**src/rtl/bt_serial_trit_decoder.sv**
```systemverilog
// Serial balanced-ternary (2-bit trit code) to signed binary decoder.
// Trits arrive MSB-first; the finished word is held until the consumer takes it.
module bt_serial_trit_decoder #(
  parameter int NTRITS = 4,
  parameter int OUT_W  = 8
) (
  input  logic             clk,
  input  logic             rst_n,
  input  logic             flush,
  input  logic             in_valid,
  output logic             in_ready,
  input  logic [1:0]       in_trit,
  output logic             out_valid,
  input  logic             out_ready,
  output logic [OUT_W-1:0] out_value,
  output logic             out_err
);

  function automatic longint pow3(input int n);
    longint r = 1;
    for (int i = 0; i < n; i++) r = r * 3;
    return r;
  endfunction

  localparam longint MAX_MAG = (pow3(NTRITS) - 1) / 2;
  localparam longint OUT_LIM = longint'(1) << (OUT_W - 1);
  localparam int     CNT_W   = $clog2(NTRITS + 1);

  generate
    if (NTRITS < 2 || NTRITS > 8) begin : g_bad_ntrits
      $error("bt_serial_trit_decoder: NTRITS must be 2..8");
    end
    if (OUT_LIM <= MAX_MAG) begin : g_bad_out_w
      $error("bt_serial_trit_decoder: OUT_W too narrow for NTRITS");
    end
  endgenerate

  typedef enum logic {ACCUM, DONE} state_t;

  state_t             state;
  logic [OUT_W-1:0]   acc;
  logic [CNT_W-1:0]   cnt;
  logic               err;
  logic [OUT_W+1:0]   acc_ext, trit_val, acc_nxt;
  logic               accept;

  assign accept = in_valid && in_ready;

  // acc*3 + t formed two bits wide so the intermediate sum never wraps
  always_comb begin
    trit_val = '0;
    case (in_trit)
      2'b10:   trit_val = {{(OUT_W+1){1'b0}}, 1'b1};
      2'b01:   trit_val = '1;
      default: trit_val = '0;
    endcase
    acc_ext = {{2{acc[OUT_W-1]}}, acc};
    acc_nxt = (acc_ext << 1) + acc_ext + trit_val;
  end

  always_ff @(posedge clk or negedge rst_n) begin
    if (!rst_n) begin
      state     <= ACCUM;
      acc       <= '0;
      cnt       <= '0;
      err       <= 1'b0;
      in_ready  <= 1'b1;
      out_valid <= 1'b0;
    end else if (flush) begin
      state     <= ACCUM;
      acc       <= '0;
      cnt       <= '0;
      err       <= 1'b0;
      in_ready  <= 1'b1;
      out_valid <= 1'b0;
    end else begin
      case (state)
        ACCUM: begin
          if (accept) begin
            acc <= acc_nxt[OUT_W-1:0];
            cnt <= cnt + 1'b1;
            if (in_trit == 2'b00) err <= 1'b1;
            if (cnt == CNT_W'(NTRITS - 1)) begin
              state     <= DONE;
              in_ready  <= 1'b0;
              out_valid <= 1'b1;
            end
          end
        end
        DONE: begin
          // in_ready stays low through the take cycle, so no trit slips in
          if (out_ready) begin
            state     <= ACCUM;
            acc       <= '0;
            cnt       <= '0;
            err       <= 1'b0;
            in_ready  <= 1'b1;
            out_valid <= 1'b0;
          end
        end
        default: state <= ACCUM;
      endcase
    end
  end

  assign out_value = acc;
  assign out_err   = err;

endmodule

```
**config.mk**
```make
export PLATFORM = sky130hd
export DESIGN_NAME = bt_serial_trit_decoder
export DESIGN_NICKNAME = d
export VERILOG_FILES = /design/src/rtl/bt_serial_trit_decoder.sv
export SDC_FILE = /design/constraint.sdc
export NUM_CORES = 1
export LEC_CHECK = 0
export CORE_AREA = 4 4 62 47
export DETAILED_ROUTE_END_ITERATION = 6
export DIE_AREA = 0 0 66 51
export GPL_ROUTABILITY_DRIVEN = 0
export PLACE_DENSITY = 0.73
export SLEW_MARGIN = 40
export SYNTH_ARGS = -nofsm -noshare
export SYNTH_HDL_FRONTEND = slang
export SYNTH_SLANG_ARGS = --single-unit
```
**constraint.sdc**
```tcl
create_clock -name clk -period 2.6 [get_ports clk]
set_clock_uncertainty 0.2 [all_clocks]
set_input_delay 0.52 -clock clk [delete_from_list [all_inputs] [get_ports clk]]
set_output_delay 0.52 -clock clk [all_outputs]
set_load 0.005 [all_outputs]
```
==> Word level (Yosys, flattened, before mapping) <==
Index checks and enable logic that the tools add are counted.
{ "op_classes": {"n_mux": 28, "add_sub_neg": 3, "bitwise": 1, "eq_ne": 7, "n_lt_le_gt_ge": 0, "n_shift": 0, "div": 0, "multipliers": 0, "n_reduce_logical": 5} }
{ "op_table": {"columns": ["operator", "n"], "rows": [
  ["$pmux W8 S2", 2],
  ["$mux W8", 3],
  ["$add A8 B8 Y8", 2],
  ["$mux W1", 15],
  ["$ne A3 B3 Y1 const B", 4],
  ["$mux W3", 3],
  ["$pmux W1 S2", 4],
  ["$pmux W3 S2", 1],
  ["$reduce_and A3 Y1", 2],
  ["$add A3 B1 Y3 const B", 1],
  ["$eq A3 B2 Y1 const B", 1],
  ["$eq A2 B1 Y1 const B", 1],
  ["$eq A2 B2 Y1 const B", 1],
  ["$logic_not A2 Y1", 1],
  ["$reduce_and A2 Y1", 1],
  ["$logic_and A1 B1 Y1", 1],
  ["$not A1 Y1", 1]
]} }
{ "word_totals": {"regBits": 15, "output_inout_bits": 11, "ramBits": 0, "word_cells": 50, "n_memories": 0, "latch_bits": 0, "in_bits": 7, "mem_bits_ro": 0} }

==> Depth between registers and ports, before layout <==
{ "depth": {"ltp_word": 6, "depth_mapped": 11, "depth_no_buf": 11} }

==> Least setup slack after synthesis <==
Ideal clock, no wire load.
{ "synth_timing": {"path_kind": "input to register", "start": "input in_trit[1]", "end": "register acc[7], in the netlist out_value[7]", "path_buffers": 0, "path_stages": 11, "slack_ps": -244, "arrival_time_ps": 2525, "t_required_ps": 2281, "cell_sequence": "inv_1 -> ha_1 -> fa_1 -> ha_1 -> inv_1 -> fa_1 -> nand2b_1 -> a21oi_1 -> a211oi_2 -> xnor2_1 -> o21ai_2"} }
{ "synth_via": {"elab_chain_cells": 6, "word_cells_on_any_way": 7} }
{ "synth_lines": {"columns": ["element", "line_no", "text"], "rows": [
  ["start, declared", "12", "input logic [1:0] in_trit,"],
  ["$eq A2 B1 Y1 or $eq A2 B2 Y1 (tied branches)", "52", "case (in_trit)"],
  ["$pmux W8 S2 *", "52", null],
  ["$add A8 B8 Y8 *", "58", "acc_nxt = (acc_ext << 1) + acc_ext + trit_val;"],
  ["$mux W8 *", "79", "if (accept) begin"],
  ["$pmux W8 S2 *", "77", "case (state)"],
  ["$mux W8 *", "69", "end else if (flush) begin"],
  ["end signal, assigned", "80", "acc <= acc_nxt[OUT_W-1:0];"],
  ["end, declared", "41", "logic [OUT_W-1:0] acc;"]
]} }
Mark *: on every way between the ends. The rest lies on a longest branch, timed or not. The select of a mux whose other input is x is not followed.
A chain may end at the register's enable or synchronous reset.

==> Final worst setup path <==
{ "layout_timing": {"start": "input in_trit[0]", "end": "register acc[7], in the netlist out_value[7]"} }
Same word-level chain as after synthesis.

==> results.json <==
{
  "wl_um": 2190,
  "multi_input_area_um2": 684,
  "syn2layout_area_growth_pct": 35.5,
  "first_iter_violations": 30,
  "final-seq-area_um2": 378,
  "cts_tree": "yes",
  "clock_sinks": 15,
  "cap_violations": 0,
  "layout_min_cycle_time_ns": 2.51,
  "avgSynthCellArea_um2": 10.6,
  "grt_max_degree": 16,
  "dieArea_um2": 3370,
  "async_reset_ff_share_pct": 100,
  "cts_root_buffer": "clkbuf_4",
  "clock.fmax_mhz": 399,
  "synth.net_count": 125,
  "core-area_um2": 2350,
  "placedInstanceArea_um2": 1370,
  "grt_pass1_wl_um": 3820,
  "reg2reg_from": "out_value[0]$_DFFE_PN0P_",
  "cp-end-kind": "register",
  "p_leak_nw": 0.677,
  "clock_path_buffers": 2,
  "antenna_found_initial": 0,
  "port_buffers": 17,
  "die_width_um": 66,
  "die_h_um": 51,
  "fillers": 198,
  "drcViolationCount": 0,
  "antenna_cells": 0,
  "ir_worst_vdd_uv": 308,
  "htreeDepth": 1,
  "rows": 15,
  "slew_headroom_pct": 56.0,
  "fin_util_pct": 61.1,
  "worstPathRequired_ns": 2.59,
  "clk_latency_ns": 0.29,
  "crit_start": "in_trit[0]",
  "yosys_warnings": 0,
  "track_usage_pct": 15.0,
  "maxSlewViolCount": 0,
  "worst_setup_path_start_kind": "input port",
  "critPathMaxFanout": 3,
  "worstPathArrival_ns": 2.49,
  "ioPinCount": 18,
  "fin_crit_sh_pct": 96.4,
  "grt_pass1_vias": 832,
  "drive_gt1_share_pct": 25.4,
  "synth-edff-count": 0,
  "fin_area_um2": 1430,
  "ys.flop_type": "dfrtp_1",
  "ys_ff_latch": 15,
  "drtPass1Iterations": 4,
  "nets": 156,
  "pwr_density_cell_nw_per_um2": 880,
  "rsz0062_at_grt": "false",
  "ys_seq_area_share_pct": 35.6,
  "cts.clk_slew.worst_paths_ns": 0.09,
  "syn-instance-count": 100,
  "tightest_slew_ns": 0.657,
  "critPathKind": "input port to register",
  "vias_per_cell": 5.11,
  "grt-ovfl-total": 0,
  "cts_made_buffers": 3,
  "ys_types": 28,
  "finalHoldWorstSlack_ns": 0.291,
  "netlist_area_um2": 1060,
  "finalHoldViolations": 0,
  "initial_utilization_pct": 45.1,
  "final-setup-viol-count": 0,
  "num_vias": 838,
  "min-delay-start": "cnt[2]$_DFFE_PN0P_",
  "dp.final_hpwl_um": 1740,
  "hp-class": "register to register",
  "ant_nets": 0,
  "detail_route.wl_per_cell_um": 13.4,
  "status": "completed"
}
-- layout make-up --
class,count,share of cell area (%)
Clock buffer,3,1.57
Clock inverter,1,0.349
Inverter,9,2.36
Multi-Input combinational cell,74,47.7
Sequential cell,15,26.4
Tap cell,34,2.97
Timing Repair Buffer,28,18.7
-- critical path: stages --
cell and delay (ns):
buf_2 0.12, ha_4 0.17, buf_4 0.13, fa_1 0.50, inv_1 0.07, fa_2 0.39
nand2b_4 0.15, a21oi_2 0.12, a211oi_2 0.05, xnor2_1 0.19, o21ai_2 0.08
-- cells by family (layout without fill, tap and decap cells) --
group,count (synthesis),after routing,share of synthesized area [%]
adder cells (fa/ha/maj),18,18,26.2
flip-flops,15,15,35.6
AND/OR/NAND/NOR,20,20,8.87
buffers and inverters,11,41,4.37
XOR/XNOR,8,8,6.62
AO/OA/AOI/OAI,28,28,18.3
-- flip-flops by register name (all words and copies together) (netlist names) --
signal and cells:
cnt 3, out_valid 1, state 1, in_ready 1
out_err 1, out_value 8
-- metrics by stage --
step / power, mW / worst slack, ns / cells / setup TNS [ns]
2_1_floorplan: 0.771 / -0.0582 / 100 / -0.0582
3_3_place_gp: 1.07 / -0.522 / 158 / -2.58
3_5_place_dp: 1.09 / -0.586 / 158 / -2.96
4_1_cts: 1.28 / 0.0628 / 164 / 0
5_1_grt: 1.38 / 0.00758 / 164 / 0
6_report: 1.26 / 0.0934 / 164 / 0
-- synthesized netlist by cell type, drive strengths merged, types with 3 or more instances --
master  instances  area (µm²)
xnor2           3        26.3
fa              7         140
xor2            5        43.8
nor2            5        18.8
ha             11         138
a21oi           9        48.8
a22o            4        35.0
o21ai           7        38.8
inv             9        33.8
dfrtp          14         350
nand2           8        30.0
-- path summary, 6_finish.rpt --
path | to | slack, ns | cells past startpoint
worst max-delay path | out_value[7]$_DFFE_PN0P_ | 0.09 | 11
worst min-delay path | cnt[2]$_DFFE_PN0P_ | 0.29 | 2
worst max register to register | out_value[7]$_DFFE_PN0P_ | 0.13 | 9
worst min register to register | cnt[2]$_DFFE_PN0P_ | 0.29 | 2
max in group asynchronous | out_value[0]$_DFFE_PN0P_ | 1.31 | 1
min in group asynchronous | out_value[6]$_DFFE_PN0P_ | 0.43 | 1
-- placed cells by master (no fill, tap or decap), drive strengths merged, types with 4 or more instances in the layout --
master / count
xor2: 5
a21oi: 9
ha: 11
fa: 7
o21ai: 7
dfrtp: 14
a22o: 4
inv: 9
buf: 13
clkdlybuf4s50: 15
nor2: 5
nand2: 8
-- timing repair --
item | CTS | global route
hold buffers | 0 | 0
gates resized for setup | 12 | 2
pin swaps | 8 | 6
setup buffers | 2 | 0
setup endpoints to repair | 5 | 2
-- per-layer routing --
layer	global-route usage (%)	vias up	part of all wire (%)	wire [µm]
met5	0	-	0	0
met4	5.07	0	1.6	34
met3	5.05	4	5.2	113
met2	23.6	24	47	1040
met1	19.2	404	46	1000
li1	-	406	-	-
-- report_power, final --
group	switching [mW]	internal (mW)	total [mW]
clock network	0.0769	0.0572	0.134
registers	0.0730	0.280	0.353
logic	0.342	0.432	0.775
Power figures use the tool's default switching activity.
